File: config.mk
export PLATFORM = sky130hd
export DESIGN_NAME = alu_exec_unit
export DESIGN_NICKNAME = d
export VERILOG_FILES = /design/src/rtl/alu_exec_unit.sv
export SDC_FILE = /design/constraint.sdc
export NUM_CORES = 1
export LEC_CHECK = 0
export ABC_AREA = 1
export CAP_MARGIN = 20
export CORE_MARGIN = 8
export CORE_UTILIZATION = 25
export DETAILED_ROUTE_END_ITERATION = 12
export PLACE_DENSITY = 0.49
export SLEW_MARGIN = 20
export SYNTH_ARGS = -nofsm -noshare
export SYNTH_HDL_FRONTEND = slang
export SYNTH_SLANG_ARGS = --single-unit
File: constraint.sdc
create_clock -name Clock -period 6.81 [get_ports Clock]
set_clock_uncertainty 0.05 [all_clocks]
set_input_delay 1.362 -clock Clock [delete_from_list [all_inputs] [get_ports Clock]]
set_output_delay 1.362 -clock Clock [all_outputs]
set_load 0.005 [all_outputs]
File: src/rtl/alu_exec_unit.sv
// Execution unit: single-cycle logic/add/shift ops plus a multi-cycle unsigned
// shift-add multiplier, with registered Result/Zero/Overflow and a Done pulse.
module alu_exec_unit #(
    parameter int WIDTH = 16,
    parameter int SHW   = 4
) (
    input  logic             Clock,
    input  logic             Reset,
    input  logic             Start,
    input  logic [3:0]       AluControl,
    input  logic [WIDTH-1:0] A,
    input  logic [WIDTH-1:0] B,
    output logic [WIDTH-1:0] Result,
    output logic             Zero,
    output logic             Overflow,
    output logic             Done,
    output logic             Busy
);

    localparam int CW = $clog2(WIDTH + 1);

    localparam logic [3:0] OP_AND  = 4'b0000;
    localparam logic [3:0] OP_OR   = 4'b0010;
    localparam logic [3:0] OP_XOR  = 4'b0011;
    localparam logic [3:0] OP_ADD  = 4'b0100;
    localparam logic [3:0] OP_ADDI = 4'b0101;
    localparam logic [3:0] OP_SUB  = 4'b1100;
    localparam logic [3:0] OP_SLL  = 4'b0001;
    localparam logic [3:0] OP_SRL  = 4'b0110;
    localparam logic [3:0] OP_MUL  = 4'b0111;

    typedef enum logic {
        IDLE,
        MUL
    } state_t;

    state_t               state_reg, state_next;
    logic [CW-1:0]        count_reg, count_next;
    logic [2*WIDTH-1:0]   acc_reg, acc_next;
    logic [2*WIDTH-1:0]   mcand_reg, mcand_next;
    logic [WIDTH-1:0]     mplier_reg, mplier_next;
    logic [WIDTH-1:0]     result_reg, result_next;
    logic                 zero_reg, zero_next;
    logic                 overflow_reg, overflow_next;
    logic                 done_reg, done_next;

    logic [WIDTH-1:0]     sum;
    logic [WIDTH-1:0]     diff;
    logic [WIDTH-1:0]     alu_res;
    logic                 alu_ov;
    logic [2*WIDTH-1:0]   acc_sum;

    // Single-cycle datapath; unused codes fall through to zero.
    always_comb begin
        sum     = A + B;
        diff    = A - B;
        alu_res = '0;
        alu_ov  = 1'b0;
        case (AluControl)
            OP_AND:  alu_res = A & B;
            OP_OR:   alu_res = A | B;
            OP_XOR:  alu_res = A ^ B;
            OP_ADD, OP_ADDI: begin
                alu_res = sum;
                alu_ov  = (A[WIDTH-1] == B[WIDTH-1]) && (sum[WIDTH-1] != A[WIDTH-1]);
            end
            OP_SUB: begin
                alu_res = diff;
                alu_ov  = (A[WIDTH-1] != B[WIDTH-1]) && (diff[WIDTH-1] != A[WIDTH-1]);
            end
            OP_SLL:  alu_res = A << B[SHW-1:0];
            OP_SRL:  alu_res = A >> B[SHW-1:0];
            default: alu_res = '0;
        endcase
    end

    assign acc_sum = acc_reg + (mplier_reg[0] ? mcand_reg : '0);

    always_comb begin
        state_next    = state_reg;
        count_next    = count_reg;
        acc_next      = acc_reg;
        mcand_next    = mcand_reg;
        mplier_next   = mplier_reg;
        result_next   = result_reg;
        zero_next     = zero_reg;
        overflow_next = overflow_reg;
        done_next     = 1'b0;
        case (state_reg)
            IDLE: begin
                if (Start) begin
                    if (AluControl == OP_MUL) begin
                        mcand_next  = {{WIDTH{1'b0}}, A};
                        mplier_next = B;
                        acc_next    = '0;
                        count_next  = CW'(WIDTH);
                        state_next  = MUL;
                    end else begin
                        result_next   = alu_res;
                        zero_next     = (alu_res == '0);
                        overflow_next = alu_ov;
                        done_next     = 1'b1;
                    end
                end
            end
            MUL: begin
                // Operands were latched on entry, so Start/A/B/AluControl are ignored here.
                acc_next    = acc_sum;
                mplier_next = mplier_reg >> 1;
                mcand_next  = mcand_reg << 1;
                count_next  = count_reg - CW'(1);
                if (count_reg == CW'(1)) begin
                    result_next   = acc_sum[WIDTH-1:0];
                    zero_next     = (acc_sum[WIDTH-1:0] == '0);
                    overflow_next = |acc_sum[2*WIDTH-1:WIDTH];
                    done_next     = 1'b1;
                    state_next    = IDLE;
                end
            end
            default: state_next = IDLE;
        endcase
    end

    always_ff @(posedge Clock or posedge Reset) begin
        if (Reset) begin
            state_reg    <= IDLE;
            count_reg    <= '0;
            acc_reg      <= '0;
            mcand_reg    <= '0;
            mplier_reg   <= '0;
            result_reg   <= '0;
            zero_reg     <= 1'b1;
            overflow_reg <= 1'b0;
            done_reg     <= 1'b0;
        end else begin
            state_reg    <= state_next;
            count_reg    <= count_next;
            acc_reg      <= acc_next;
            mcand_reg    <= mcand_next;
            mplier_reg   <= mplier_next;
            result_reg   <= result_next;
            zero_reg     <= zero_next;
            overflow_reg <= overflow_next;
            done_reg     <= done_next;
        end
    end

    assign Result   = result_reg;
    assign Zero     = zero_reg;
    assign Overflow = overflow_reg;
    assign Done     = done_reg;
    assign Busy     = (state_reg == MUL);

endmodule

==> results of run 1 <==
[metrics by stage]
step,worst slack [ns],cells,hold WS [ns]
CTS,2.49,2359,0.447
detailed placement,2.09,2343,0.427
global route,2.10,2359,0.464
finish,2.42,2359,0.444
global placement,2.08,2343,0.414
floorplan,2.64,1746,0.398
[worst min-delay path, delay by kind of cell, from the launching register on]
| family | cells | cell delay (ns) |
|---|---|---|
| AND/OR/NAND/NOR | 1 | 0.05 |
| AO/OA/AOI/OAI | 1 | 0.06 |
| flip-flops | 1 | 0.35 |
[cell families (layout without fill, tap and decap cells)]
logic type                 count (synthesis)  count (layout)  share of synthesized area (%)
DFF                                      105             105                           24.3
xor gates and xnor gates                  11              11                          0.891
AOI/OAI and AO/OA                        235             235                           13.0
adders and majority gates                 85              85                           10.0
buffers and inverters                    306             334                           11.6
and+or+nand+nor                         1004            1004                           40.2
[layout make-up]
cell class                 count  share of cell area [%]
sequential                   105                    21.5
multi-input combinational   1335                    56.7
inverter                     249                    7.70
clock buffer                   9                    1.84
clock inverter                 7                   0.879
tap                          585                    5.98
timing repair buffer          69                    5.42
[cell usage after synthesis, types with 2 or more instances]
master	instances
nand2_1	555
inv_1	233
nor2_1	177
nand3_1	174
dfrtp_1	104
ha_1	82
a21oi_1	75
o21ai_0	50
clkbuf_1	26
o22ai_1	23
nand4_1	20
buf_2	19
nor3_1	18
o211ai_1	18
o221ai_1	18
a31oi_1	17
inv_2	13
nand3_2	13
nand3b_1	12
o21ai_1	11
or2_2	10
nand2_4	9
a22o_1	7
buf_4	6
nand2_2	6
o21bai_1	6
xor2_1	6
xnor2_1	5
buf_6	4
fa_1	3
nor2_2	3
o21a_1	3
a21boi_0	2
a21o_1	2
a21oi_2	2
and3_1	2
clkinv_1	2
nor4_1	2
[power by group through the flow]
stage,registers (mW),logic [mW],clock network [mW]
after floorplan,0.993,1.04,0
after global placement,1.07,1.58,0
after detailed placement,1.07,1.59,0
after CTS,1.06,1.60,0.617
after global routing,1.09,1.77,0.635
final,1.06,1.58,0.595
[path summary, 6_finish.rpt]
check                                from              to  cells after the start
setup / recovery                     B[0]            Zero                     16
hold / removal             mplier_reg[14]  mplier_reg[13]                      2
setup reg to reg            mplier_reg[0]        Overflow                     22
hold reg to reg            mplier_reg[14]  mplier_reg[13]                      2
max in group asynchronous           Reset   mplier_reg[0]                      3
min in group asynchronous           Reset  mplier_reg[10]                      2
[metal layers]
metal	global-route usage, %	share of wire (%)
met1	23.7	47
met2	27.7	45
met3	2.65	5.7
met4	4.59	2.3
met5	0	0
==> reports/qor.yml, run 1 <==
run_status:
  outcome: "finished clean"
pwr:
  p_int_mw: 1.73
  finalPower_mw: 3.23
  switching_share_pct: 46.5
  power.leakage_nw: 6.39
  combPwrFrac_pct: 48.9
  seqPwrFrac_pct: 32.7
  powerDensity_nw_per_um2: 264
  peakVddDrop_mv: 0.150
  clkPwrFrac_pct: 18.4
  p_switching_mw: 1.50
route:
  antenna_left: 0
  via_per_inst: 4.94
  drt_iter0_drc: 1071
  firstDrtPassIters: 7
  post_drt_wl_per_cell_um: 18.4
  routed_wl_mm: 43.3
  route.detailed.drc: 0
  vias: 11600
worst_setup_path:
  path_delay_family: "simple AND/OR/NAND/NOR gates"
  crit_buf_inv: 2
  path_class: "input pin to flip-flop"
  cp_cell_sequence: "clkdlybuf4s50_1 > ha_1 > inv_1 > fa_1 > or2_2 > nand3_1 > nand2_1 > nor2_1 > nand3_1 > nor2_1 > nand3_1 > nor2_1 > nand2_1 > nor2_1 > nand3_1 > a21oi_2"
  slowest_stage: "clkdlybuf4s50_1"
  cp.required_ns: 7.08
  end_kind: "flip-flop"
  start_kind: "input pin"
  critical-path-max-stage-delay_ns: 1.09
  reg2reg_slack_ns: 3.56
  cp_max_fo: 21
  crit_arrival_ns: 4.67
clocking:
  hold_buffers: 0
  insertion_delay_ns: 0.38
  cts_resized: 0
  cts_tree: "done"
  cts-root-buf: "clkbuf_16"
  cts_made_buffers: 9
  clk_pin_slew_worst_paths_ns: 0.09
  clock_sinks: 105
  cts_setup_buffers: 0
  h-tree-depth: 3
  clockBufferDepth: 2
sta:
  finalCritPeriodShare_pct: 64.5
  worstMarginPinSlew_ns: 0.946
  hold_violations: 0
  fmax_ghz: 0.228
  grt_setup_unrepaired: "no"
  final.min_clock_period_ns: 4.39
  finalSetupViolations: 0
  tns_ns: 0
  slew_violations: 0
  slew-limit-headroom_pct: 36.7
logic_synthesis:
  synth_edf_count: 0
  avgSynthCellArea_um2: 6.19
  synth_top_cell_by_area: "dfrtp_1"
  synthCells: 1746
  syn_area_um2: 10800
  synth_top_area_share_pct: 24.1
  synth_seq_area_share_pct: 24.3
  synth-main-ff-cell: "dfrtp_1"
  ys_ff_latch: 105
  synth_fp_nets: 1870
  synth_area_leaders: "dfrtp_1, nand2_1, ha_1"
  async_flop_share_pct: 100
  synth.distinct_cells: 46
  ys_warn_count: 0
layout:
  nFillCells: 4838
  fin_nets: 1893
  final_cell_mix: "nand2_1, inv_1, nor2_1"
  n_antenna_cell: 0
  seqCellArea_um2: 2630
  fin_area_um2: 12200
  final_common_cell: "nand2_1"
  multi_input_area_um2: 6940
  fin_util_pct: 28.5
  areaGrowthSynthToFinish_pct: 13.2
  drive_gt1_share_pct: 5.30
placed_design:
  place_hpwl_mm: 34.8
  port_buffers: 58
  gp_congestion: 0.980
  place_area_um2: 11900
grt:
  grt_first_pass_wirelength_mm: 67.6
  grt_max_degree: 58
  antenna_found_initial: 0
  grt_overflow: 0
  grt_usage_pct: 17.2
  grt_pass1_vias: 11300
floorplanning:
  start_util_pct: 25.2
  die_h_um: 224
  core_um2: 42900
  boundaryPins: 59
  die_w_um: 224
  fp.dieArea_um2: 50200
  rows: 76
hold_path:
  hold_class: "flip-flop to flip-flop"
job:
  cap_violations: 0
Note: power is estimated with default switching activity, not from simulation.
==> run 2: changes to the inputs <==
- clock period: 6.81 -> 4.4 ns (I/O delays scaled with it)
==> run 2 against run 1 <==
Net effect: combinational power is 59% higher; utilization grew 0.36 points; clock power up 39%; critical endpoint is now Result[13]; largest cell class unchanged.
==> reports/qor.yml, run 2 (synthesized netlist as in run 1, its figures left out) <==
grt:
  grt_first_pass_wirelength_mm: 67.2
  antenna_found_initial: 1
  grt_overflow: 0
  grt_max_degree: 54
  grt_usage_pct: 17.1
  grt_pass1_vias: 11300
clocking:
  cts_made_buffers: 9
  h-tree-depth: 3
  clockBufferDepth: 2
  cts_resized: 0
  insertion_delay_ns: 0.35
  clock_sinks: 105
  cts_tree: "done"
  clk_pin_slew_worst_paths_ns: 0.07
  cts-root-buf: "clkbuf_16"
  hold_buffers: 0
  cts_setup_buffers: 0
run_status:
  outcome: "finished clean"
job:
  cap_violations: 0
sta:
  finalSetupViolations: 0
  slew-limit-headroom_pct: 42.0
  layout_setup_ws_ns: 0.839
  hold_violations: 0
  finalCritPeriodShare_pct: 80.9
  final.min_clock_period_ns: 3.56
  whs_ns: 0.443
  worstMarginPinSlew_ns: 0.869
  grt_setup_unrepaired: "no"
  tns_ns: 0
  fmax_ghz: 0.281
  slew_violations: 0
route:
  met3_length_mm: 2.67
  wl_met1_mm: 20.4
  firstDrtPassIters: 6
  maxUsedRoutingLayer: "met5"
  post_drt_wl_per_cell_um: 18.4
  route.detailed.drc: 0
  routed_wl_mm: 43.8
  routed-wl-met2_mm: 19.6
  drt_iter0_drc: 1132
  vias: 11800
  antenna_left: 0
  via_per_inst: 4.97
floorplanning:
  start_util_pct: 25.2
  fp.dieArea_um2: 50200
  die_h_um: 224
  die_w_um: 224
  boundaryPins: 59
  core_um2: 42900
  rows: 76
layout:
  n_antenna_cell: 0
  fin_util_pct: 28.9
  fin_nets: 1917
  drive_gt1_share_pct: 6.45
  areaGrowthSynthToFinish_pct: 14.7
  final_common_cell: "nand2_1"
  final_cell_mix: "nand2_1, inv_1, nor2_1"
worst_setup_path:
  start_kind: "input pin"
  cp_max_fo: 10
  reg2reg_slack_ns: 1.32
  cp.required_ns: 4.57
  crit_arrival_ns: 3.73
  end_kind: "flip-flop"
  path_class: "input pin to flip-flop"
placed_design:
  pre_cts_ws_ns: 0.498
  place_hpwl_mm: 35.6
  port_buffers: 58
  gp_congestion: 0.998
pwr:
  finalPower_mw: 4.95
  power.leakage_nw: 6.49
  peakVddDrop_mv: 0.316
  powerDensity_nw_per_um2: 399
hold_path:
  hold_class: "flip-flop to flip-flop"
run 2: layer usage:
layer	track usage, %	vias up
met3	1.83	46
met1	24.2	5593
li1	-	5747
met5	0	-
met2	27.4	446
met4	4.78	2
run 2: cell type report:
type | count | area, µm²
fill | 4857 | 30500
multi-input combinational | 1335 | 6940
sequential | 105 | 2630
inverter | 249 | 942
timing repair buffer | 93 | 856
tap | 585 | 732
clock buffer | 10 | 229
clock inverter | 6 | 67.6
run 2: per-stage QoR:
stage	instances	instance area (µm²)
finish	2383	12400
global route	2383	12400
global placement	2367	12100
CTS	2383	12400
detailed placement	2367	12100
floorplan	1746	10800
run 2: critical path, stage by stage:
cell and delay (ns):
clkdlybuf4s50_1 0.54, inv_1 0.14, ha_1 0.59, inv_1 0.22, a21oi_1 0.23, o21ai_0 0.15, a21oi_1 0.19, nand3_1 0.09
nand2_1 0.07, nor2_1 0.08, o21ai_0 0.40, a31oi_1 0.13
run 2: final timing paths:
check / from / to / cells past startpoint
max: A[10] / Result[13] / 12
min: acc_reg[5] / acc_reg[5] / 2
max reg2reg: mplier_reg[0] / Overflow / 16
min reg2reg: acc_reg[5] / acc_reg[5] / 2
max in group asynchronous: Reset / acc_reg[5] / 3
min in group asynchronous: Reset / mplier_reg[12] / 2
run 2: report_power, final:
part,switching [mW],internal [mW]
Sequential,0.256,1.35
Combinational,1.62,0.897
Clock,0.381,0.444
Total,2.26,2.69
